**config.mk**
```make
export PLATFORM = sky130hd
export DESIGN_NAME = wash_actuator_ctrl
export DESIGN_NICKNAME = d
export VERILOG_FILES = /design/src/rtl/wash_pkg.sv /design/src/rtl/pwm_gen.sv /design/src/rtl/wash_actuator_ctrl.sv
export SDC_FILE = /design/constraint.sdc
export NUM_CORES = 1
export LEC_CHECK = 0
export BUFFER_PORTS_ARGS = -buffer_cell sky130_fd_sc_hd__buf_2
export CAP_MARGIN = 10
export CORE_MARGIN = 10
export CORE_UTILIZATION = 41
export CTS_CLUSTER_DIAMETER = 50
export DETAILED_ROUTE_END_ITERATION = 10
export SYNTH_ARGS = -nofsm -noshare
export SYNTH_HDL_FRONTEND = slang
export SYNTH_HIERARCHICAL = 1
export SYNTH_SLANG_ARGS = --single-unit
```
**constraint.sdc**
```tcl
create_clock -name clk -period 4.92 [get_ports clk]
set_input_delay 0.984 -clock clk [delete_from_list [all_inputs] [get_ports clk]]
set_output_delay 0.984 -clock clk [all_outputs]
set_load 0.03 [all_outputs]
```
**src/rtl/wash_pkg.sv**
```systemverilog
// Shared types for the wash actuator controller: sequencer op codes, motor FSM states
// and the default PWM width.
package wash_pkg;

    localparam int unsigned PWM_W_DEF = 8;

    typedef enum logic [2:0] {
        STARTED  = 3'd0,
        WASHING  = 3'd1,
        SPINNING = 3'd2,
        DRYING   = 3'd3,
        FINISHED = 3'd4,
        HALT     = 3'd5
    } op_e;

    typedef enum logic [1:0] {
        M_IDLE,
        M_RUN,
        M_BRAKE,
        M_REVERSE
    } motor_st_e;

    // Unused codes 6 and 7 collapse onto HALT so downstream logic only sees legal ops.
    function automatic op_e decode_op(input logic [2:0] code);
        op_e op;
        if (code > 3'd5) begin
            op = HALT;
        end else begin
            op = op_e'(code);
        end
        return op;
    endfunction

    function automatic logic is_running(input op_e op);
        return (op == WASHING) || (op == SPINNING) || (op == DRYING);
    endfunction

endpackage

```
**src/rtl/pwm_gen.sv**
```systemverilog
// Free-running PWM counter with duty compare; output is high while counter < duty.
module pwm_gen
    import wash_pkg::*;
#(
    parameter int unsigned PWM_W = PWM_W_DEF
) (
    input  logic             clk,
    input  logic             rst,
    input  logic [PWM_W-1:0] duty_i,
    output logic             pwm_o
);

    logic [PWM_W-1:0] cnt_q;
    logic [PWM_W-1:0] cnt_d;

    always_comb begin
        cnt_d = cnt_q + 1'b1;
    end

    always_ff @(posedge clk) begin
        if (!rst) begin
            cnt_q <= '0;
        end else begin
            cnt_q <= cnt_d;
        end
    end

    always_comb begin
        pwm_o = (cnt_q < duty_i);
    end

endmodule

```
**src/rtl/wash_actuator_ctrl.sv**
```systemverilog
// Actuator driver behind the wash sequencer: soft-ramped motor with reversal FSM,
// valves/heater, door interlock with post-stop hold, and end-of-cycle buzzer.
module wash_actuator_ctrl
    import wash_pkg::*;
#(
    parameter int unsigned          PWM_W     = PWM_W_DEF,
    parameter logic [PWM_W-1:0]     WASH_DUTY = 8'd128,
    parameter logic [PWM_W-1:0]     SPIN_DUTY = 8'd240,
    parameter logic [PWM_W-1:0]     DRY_DUTY  = 8'd64,
    parameter logic [PWM_W-1:0]     RAMP_STEP = 8'd4,
    parameter int unsigned          REV_TICKS = 16,
    parameter int unsigned          LOCK_HOLD = 8,
    parameter int unsigned          BUZZ_CYC  = 4
) (
    input  logic       clk,
    input  logic       rst,
    input  logic [2:0] operation,
    input  logic       tick,
    output logic       motor_pwm,
    output logic       motor_dir,
    output logic       fill_valve,
    output logic       drain_pump,
    output logic       heater,
    output logic       door_lock,
    output logic       buzzer,
    output logic       motor_busy
);

    localparam int unsigned REV_W  = $clog2(REV_TICKS + 1);
    localparam int unsigned HOLD_W = $clog2(LOCK_HOLD + 1);
    localparam int unsigned BUZZ_W = $clog2(BUZZ_CYC + 1);

    op_e              op_q, op_d;
    motor_st_e        st_q, st_d;
    logic [PWM_W-1:0] duty_q, duty_d;
    logic [PWM_W-1:0] op_tgt, tgt;
    logic             dir_q, dir_d;
    logic [REV_W-1:0] rev_q, rev_d;
    logic [HOLD_W-1:0] hold_q, hold_d;
    logic [BUZZ_W-1:0] buzz_q, buzz_d;
    logic             fill_q, drain_q, heat_q;

    assign op_d = decode_op(operation);

    always_comb begin
        case (op_q)
            WASHING:  op_tgt = WASH_DUTY;
            SPINNING: op_tgt = SPIN_DUTY;
            DRYING:   op_tgt = DRY_DUTY;
            default:  op_tgt = '0;
        endcase
    end

    // Reverse-running drum outside WASHING must stop first so dir can return to forward.
    always_comb begin
        tgt = op_tgt;
        if ((st_q == M_BRAKE) || (dir_q && (op_q != WASHING))) begin
            tgt = '0;
        end
    end

    always_comb begin
        duty_d = duty_q;
        if (tick) begin
            if (duty_q < tgt) begin
                if ((tgt - duty_q) < RAMP_STEP) begin
                    duty_d = tgt;
                end else begin
                    duty_d = duty_q + RAMP_STEP;
                end
            end else if (duty_q > tgt) begin
                if ((duty_q - tgt) < RAMP_STEP) begin
                    duty_d = tgt;
                end else begin
                    duty_d = duty_q - RAMP_STEP;
                end
            end
        end
    end

    always_comb begin
        st_d  = st_q;
        dir_d = dir_q;
        rev_d = rev_q;
        case (st_q)
            M_IDLE: begin
                rev_d = '0;
                if (tgt != '0) begin
                    st_d = M_RUN;
                end
            end
            M_RUN: begin
                // An op change takes priority over a reversal expiring on the same tick.
                if (op_q != WASHING) begin
                    rev_d = '0;
                    if (dir_q) begin
                        st_d = M_BRAKE;
                    end else if ((tgt == '0) && (duty_q == '0)) begin
                        st_d = M_IDLE;
                    end
                end else if (tick && (duty_q == tgt)) begin
                    if (rev_q == REV_W'(REV_TICKS - 1)) begin
                        rev_d = '0;
                        st_d  = M_BRAKE;
                    end else begin
                        rev_d = rev_q + 1'b1;
                    end
                end
            end
            M_BRAKE: begin
                if (duty_q == '0) begin
                    st_d = M_REVERSE;
                end
            end
            M_REVERSE: begin
                dir_d = (op_q == WASHING) ? ~dir_q : 1'b0;
                rev_d = '0;
                st_d  = (op_tgt != '0) ? M_RUN : M_IDLE;
            end
            default: begin
                st_d = M_IDLE;
            end
        endcase
    end

    always_comb begin
        hold_d = hold_q;
        if ((duty_q != '0) && (duty_d == '0) && !is_running(op_q)) begin
            hold_d = HOLD_W'(LOCK_HOLD);
        end else if (tick && (hold_q != '0)) begin
            hold_d = hold_q - 1'b1;
        end
    end

    always_comb begin
        buzz_d = buzz_q;
        if ((op_d == FINISHED) && (op_q != FINISHED)) begin
            buzz_d = BUZZ_W'(BUZZ_CYC);
        end else if (buzz_q != '0) begin
            buzz_d = buzz_q - 1'b1;
        end
    end

    always_ff @(posedge clk) begin
        if (!rst) begin
            op_q    <= HALT;
            st_q    <= M_IDLE;
            duty_q  <= '0;
            dir_q   <= 1'b0;
            rev_q   <= '0;
            hold_q  <= '0;
            buzz_q  <= '0;
            fill_q  <= 1'b0;
            drain_q <= 1'b0;
            heat_q  <= 1'b0;
        end else begin
            op_q    <= op_d;
            st_q    <= st_d;
            duty_q  <= duty_d;
            dir_q   <= dir_d;
            rev_q   <= rev_d;
            hold_q  <= hold_d;
            buzz_q  <= buzz_d;
            fill_q  <= (op_q == STARTED);
            drain_q <= (op_q == SPINNING);
            heat_q  <= (op_q == DRYING);
        end
    end

    pwm_gen #(
        .PWM_W (PWM_W)
    ) u_pwm_gen (
        .clk    (clk),
        .rst    (rst),
        .duty_i (duty_q),
        .pwm_o  (motor_pwm)
    );

    assign motor_dir  = dir_q;
    assign fill_valve = fill_q;
    assign drain_pump = drain_q;
    assign heater     = heat_q;
    assign motor_busy = (duty_q != '0);
    assign buzzer     = (buzz_q != '0);
    assign door_lock  = is_running(op_q) || (duty_q != '0) || (hold_q != '0);

endmodule

```
# Word level (Yosys, flattened, before mapping)
# Index checks and enable logic that the tools add are counted.
# classes
div	0
mul	0
order_cmp	6
mux	26
n_eq_ne	16
n_bitwise	2
reduce_logical	31
shifts	0
n_addsub	8
# op_table
op	count
$mux 8	6
$logic_not 8->1	3
$pmux 8 s3	1
$reduce_bool 8->1	3
$lt 8x3->1 const B	2
$lt 8x8->1	2
$sub 8x8->8	2
$mux 5	3
$mux 2	7
$pmux 5 s2	1
$mux 3	3
$ne 3x3->1 const B	3
$add 8x1->8 const B	1
$add 8x3->8 const B	1
$eq 8x8->1	1
$gt 8x8->1	1
$mux 4	2
$pmux 2 s4	1
$sub 8x3->8 const B	1
$logic_and 1x1->1	7
$eq 3x2->1 const B	2
$reduce_bool 2->1	3
$reduce_or 2->1	3
$add 5x1->5 const B	1
22 further kinds	29
# word_totals
mem_count	0
mem_bits_rw	0
ff_bits	37
input_bits	6
romBits	0
latch_bits	0

# Logic depth before layout (Yosys ltp)
# depth
word_depth	14
mapped_depth	15

# Cells and area by module
# Netlist, hierarchy kept.
# by_module_without_submodules
mod	instances	cells_each	area_per_inst_um2
wash_actuator_ctrl	1	281	2245.9
pwm_gen	1	58	494.2

# Worst setup path after synthesis
# OpenSTA, ideal clock, no wires.
# synth_timing
path_kind	register to register
from	reg st_q[0]
to	reg hold_q[0]
stages_incl_launch_ff	14
path_slack_ns	0.601
synth_period_minus_slack_ns	4.319
setup_time_ns	0.137
t_arrival_ns	4.182
cell_sequence	dfxtp_1 > inv_1 > ha_1 > or4b_2 > nor2_1 > ha_1 > and2_4 > a221o_1 > or3_4 > a221oi_4 > mux2i_1 > a221oi_2 > nor4b_2 > a21oi_1
# synth_between
elab_chain_cells	13
elab_cells_between_ends	18
classes_between	2 x add/sub; 4 x order compare; 1 x eq/ne; 6 x mux; 5 x reduce/logical
# synth_rtl
item	line_no	text
start: declaration	wash_actuator_ctrl.sv:34	motor_st_e st_q, st_d;
start signal: assignment	wash_actuator_ctrl.sv:158	st_q <= st_d;
$eq 2x2->1 *	wash_actuator_ctrl.sv:57	if ((st_q == M_BRAKE) || (dir_q && (op_q != WASHING))) begin
$logic_or 1x1->1 *	wash_actuator_ctrl.sv:57	
$mux 8 *	wash_actuator_ctrl.sv:57	
$sub 8x8->8	wash_actuator_ctrl.sv:72	if ((duty_q - tgt) < RAMP_STEP) begin
$lt 8x3->1	wash_actuator_ctrl.sv:72	
$mux 8	wash_actuator_ctrl.sv:72	
$mux 8	wash_actuator_ctrl.sv:71	end else if (duty_q > tgt) begin
$mux 8 *	wash_actuator_ctrl.sv:65	if (duty_q < tgt) begin
$mux 8 *	wash_actuator_ctrl.sv:64	if (tick) begin
$logic_not 8->1 *	wash_actuator_ctrl.sv:128	if ((duty_q != '0) && (duty_d == '0) && !is_running(op_q)) begin
$logic_and 1x1->1 * (2 in series)	wash_actuator_ctrl.sv:128	
$reduce_or 2->1 (no source line) *	n/a	
end signal: assignment	wash_actuator_ctrl.sv:162	hold_q <= hold_d;
end: declaration	wash_actuator_ctrl.sv:39	logic [HOLD_W-1:0] hold_q, hold_d;
# Mark *: on every way between the ends. The rest lies on a longest branch, timed or not.
# A chain may end at the register's enable or synchronous reset.

# Worst setup path in the final report
# layout_timing
from	reg st_q[0]
to	reg hold_q[1]
# Same word-level chain as after synthesis.

==> results_dict.tcl <==
set metrics [dict create \
    slew_headroom 0.599 \
    drv_slew 0 \
    routed_wl_mm 6.28 \
    n_antenna_cell 0 \
    setup_viol 0 \
    power.density_nw_per_um2 568 \
    min_path_cells 2 \
    numCtsBuffers 5 \
    wl_per_cell_um 14.6 \
    cts_max_level 2 \
    hold_viol 0 \
    yosysTopAreaCell "dfxtp_1" \
    die_width_um 102 \
    worstSkewPairLatency_ns 0.28 \
    pre_cts_ws_ns 0.485 \
    worst_r2r_path_depth 13 \
    tightest_slew_ns 0.599 \
    numPortBuffers 13 \
    setup_ws_ns 0.438 \
    synth_cells 339 \
    layout.cells.non_filler 430 \
    gp_congestion 0.951 \
    synthDistinctLibCells 70 \
    post-route-period-util 0.911 \
    grt_util_all_layers 0.128 \
    viasPerCell 5.53 \
    io_pins 14 \
    synth.net_count 372 \
    crit_path_end_kind "register" \
    yosysMostFrequentCell "dfxtp_1" \
    synth_flop_cell "dfxtp_1" \
    cts_resized 0 \
    syn_area_per_cell_sq_um 8.08 \
    area_delta_synth_final_pct 8.31 \
    drc 0 \
    skew_ns 0.00394 \
    criticalPathCategory "register to register" \
    hold_buffers 0 \
    setup_tns_ns 0 \
    dieArea_sq_um 10400 \
    die_y_um 102 \
    grt_max_degree 36 \
    startpoint_type "register" \
    vias 2377 \
    final_nets 386 \
    critPathMaxFanout 10 \
    ys_ff_latch 37 \
    cts_buffer_depth 2 \
    synth_area_leaders "dfxtp_1, ha_1, nand2_1" \
    yosysTopAreaCellShare 0.270 \
    cts_tree "yes" \
    root_buffer "clkbuf_8" \
    start_util 0.427 \
    hold_class "register to register" \
    whs_ns 0.439 \
    fin_crit_ns 4.48 \
    cp_data_arrival_time_ns 4.63 \
    async_flop_share 0 \
    post_cts_buffers 0 \
    drive_gt1_frac 0.119 \
    design_area_sq_um 2970 \
    postLayoutCoreUtil 0.462 \
    yosys_warnings 6 \
    grt_pass1_wl_mm 10.9 \
    rsz0062_at_grt "false" \
    grt_pass1_vias 2316 \
    synthesis.area_sq_um 2740 \
    dp_hpwl_mm 4.79 \
    max_freq_ghz 0.223 \
    rows 29 \
    synth-edff-count 0 \
    placedCellCount 423 \
    drtIter0Drc 108 \
    grt_overflow 0 \
    cap_violations 0 \
    antenna_left 0 \
    core_sq_um 6420 \
    cellLeakagePower_nw 1.21 \
    ys_seq_area_frac 0.270 \
    place_area_sq_um 2880 \
    status "finished clean" \
    clock-sinks 37 \
    netlist_top_cells_count "dfxtp_1, nand2_1, inv_1, ha_1, nor2_1" \
    finalPower_mw 1.68 \
    irDropWorstVdd_v 0.000331 \
    grt_antenna_before_repair 0 \
    crit_required_ns 5.06 \
    clk_pin_slew_ns 0.07 \
    drt_first_pass_iters 4 \
]
flip-flops by register name (all words and copies together) (netlist names), named ones only:
name             count
fill_valve           1
hold_q               4
drain_pump           1
u_pwm_gen/cnt_q      8
buzz_q               3
st_q                 1
motor_dir            1
heater               1
rev_q                5
op_q                 3
duty_q               8
logic make-up after synthesis:
group                    synth area share
AO/OA/AOI/OAI                       0.205
XOR/XNOR                           0.0384
adder cells (fa/ha/maj)             0.126
buffers and inverters              0.0525
flip-flops                          0.270
multiplexers                       0.0297
AND/OR/NAND/NOR                     0.278
metal layers:
metal | GRT usage | up-vias | wire (um)
met5 | 0 | - | 0
li1 | - | 1233 | -
met1 | 0.164 | 1102 | 3160
met2 | 0.210 | 33 | 2820
met3 | 0.0306 | 9 | 226
met4 | 0.0275 | 0 | 70
placed cells by master (no fill, tap or decap), drive strengths merged, types with 2 or more instances in the layout:
cell type  synthesis  routed
dfxtp             37      37
nand2             34      34
inv               27      27
ha                26      26
nor2              26      26
o21ai             23      23
a21oi             19      19
buf                2      16
nand3             13      13
and2              13      13
xnor2              8       8
a21boi             8       8
nor3               7       7
mux2i              7       7
clkbuf             7       7
nor2b              6       6
nand2b             5       5
a211o              4       4
xor2               4       4
nand4              4       4
a221oi             4       4
or4                3       3
a31oi              3       3
or3b               3       3
nor4b              3       3
a21o               3       3
and3               3       3
or3                3       3
nand4b             2       2
nand3b             2       2
and4b              2       2
o31ai              2       2
o211ai             2       2
nor3b              2       2
a31o               2       2
and2b              2       2
path summary, 6_finish.rpt:
kind	start	endpoint	slack (ns)
max	st_q[0]	hold_q[1]	0.44
min	rev_q[4]	rev_q[4]	0.44
max reg2reg	st_q[0]	hold_q[1]	0.44
min reg2reg	rev_q[4]	rev_q[4]	0.44
critical path, stage by stage (launching register included):
cell and delay [ns]:
dfxtp_1 0.39, inv_1 0.10, ha_1 0.24, or4b_2 0.70, inv_1 0.12, ha_1 0.35, and2_4 0.21, a221o_1 0.34
or3_4 0.39, a221oi_4 0.50, mux2i_1 0.16, o221a_1 0.28, nor4b_2 0.44, a21oi_1 0.12
where the power goes:
| part | total, mW | switching, mW | internal, mW | leakage (nW) |
|---|---|---|---|---|
| registers | 0.421 | 0.0738 | 0.347 | 0.302 |
| clock network | 0.212 | 0.100 | 0.111 | 0.0443 |
| logic | 1.05 | 0.626 | 0.427 | 0.866 |
| total | 1.68 | 0.800 | 0.885 | 1.21 |
final cells by class:
class | instances | area, sq um
multi-input combinational | 266 | 1860
fill | 648 | 3450
timing repair buffer | 16 | 87.6
sequential | 37 | 741
clock buffer | 7 | 86.3
tap | 77 | 96.3
inverter | 27 | 101
No activity file was read; power rests on OpenSTA's default activity.
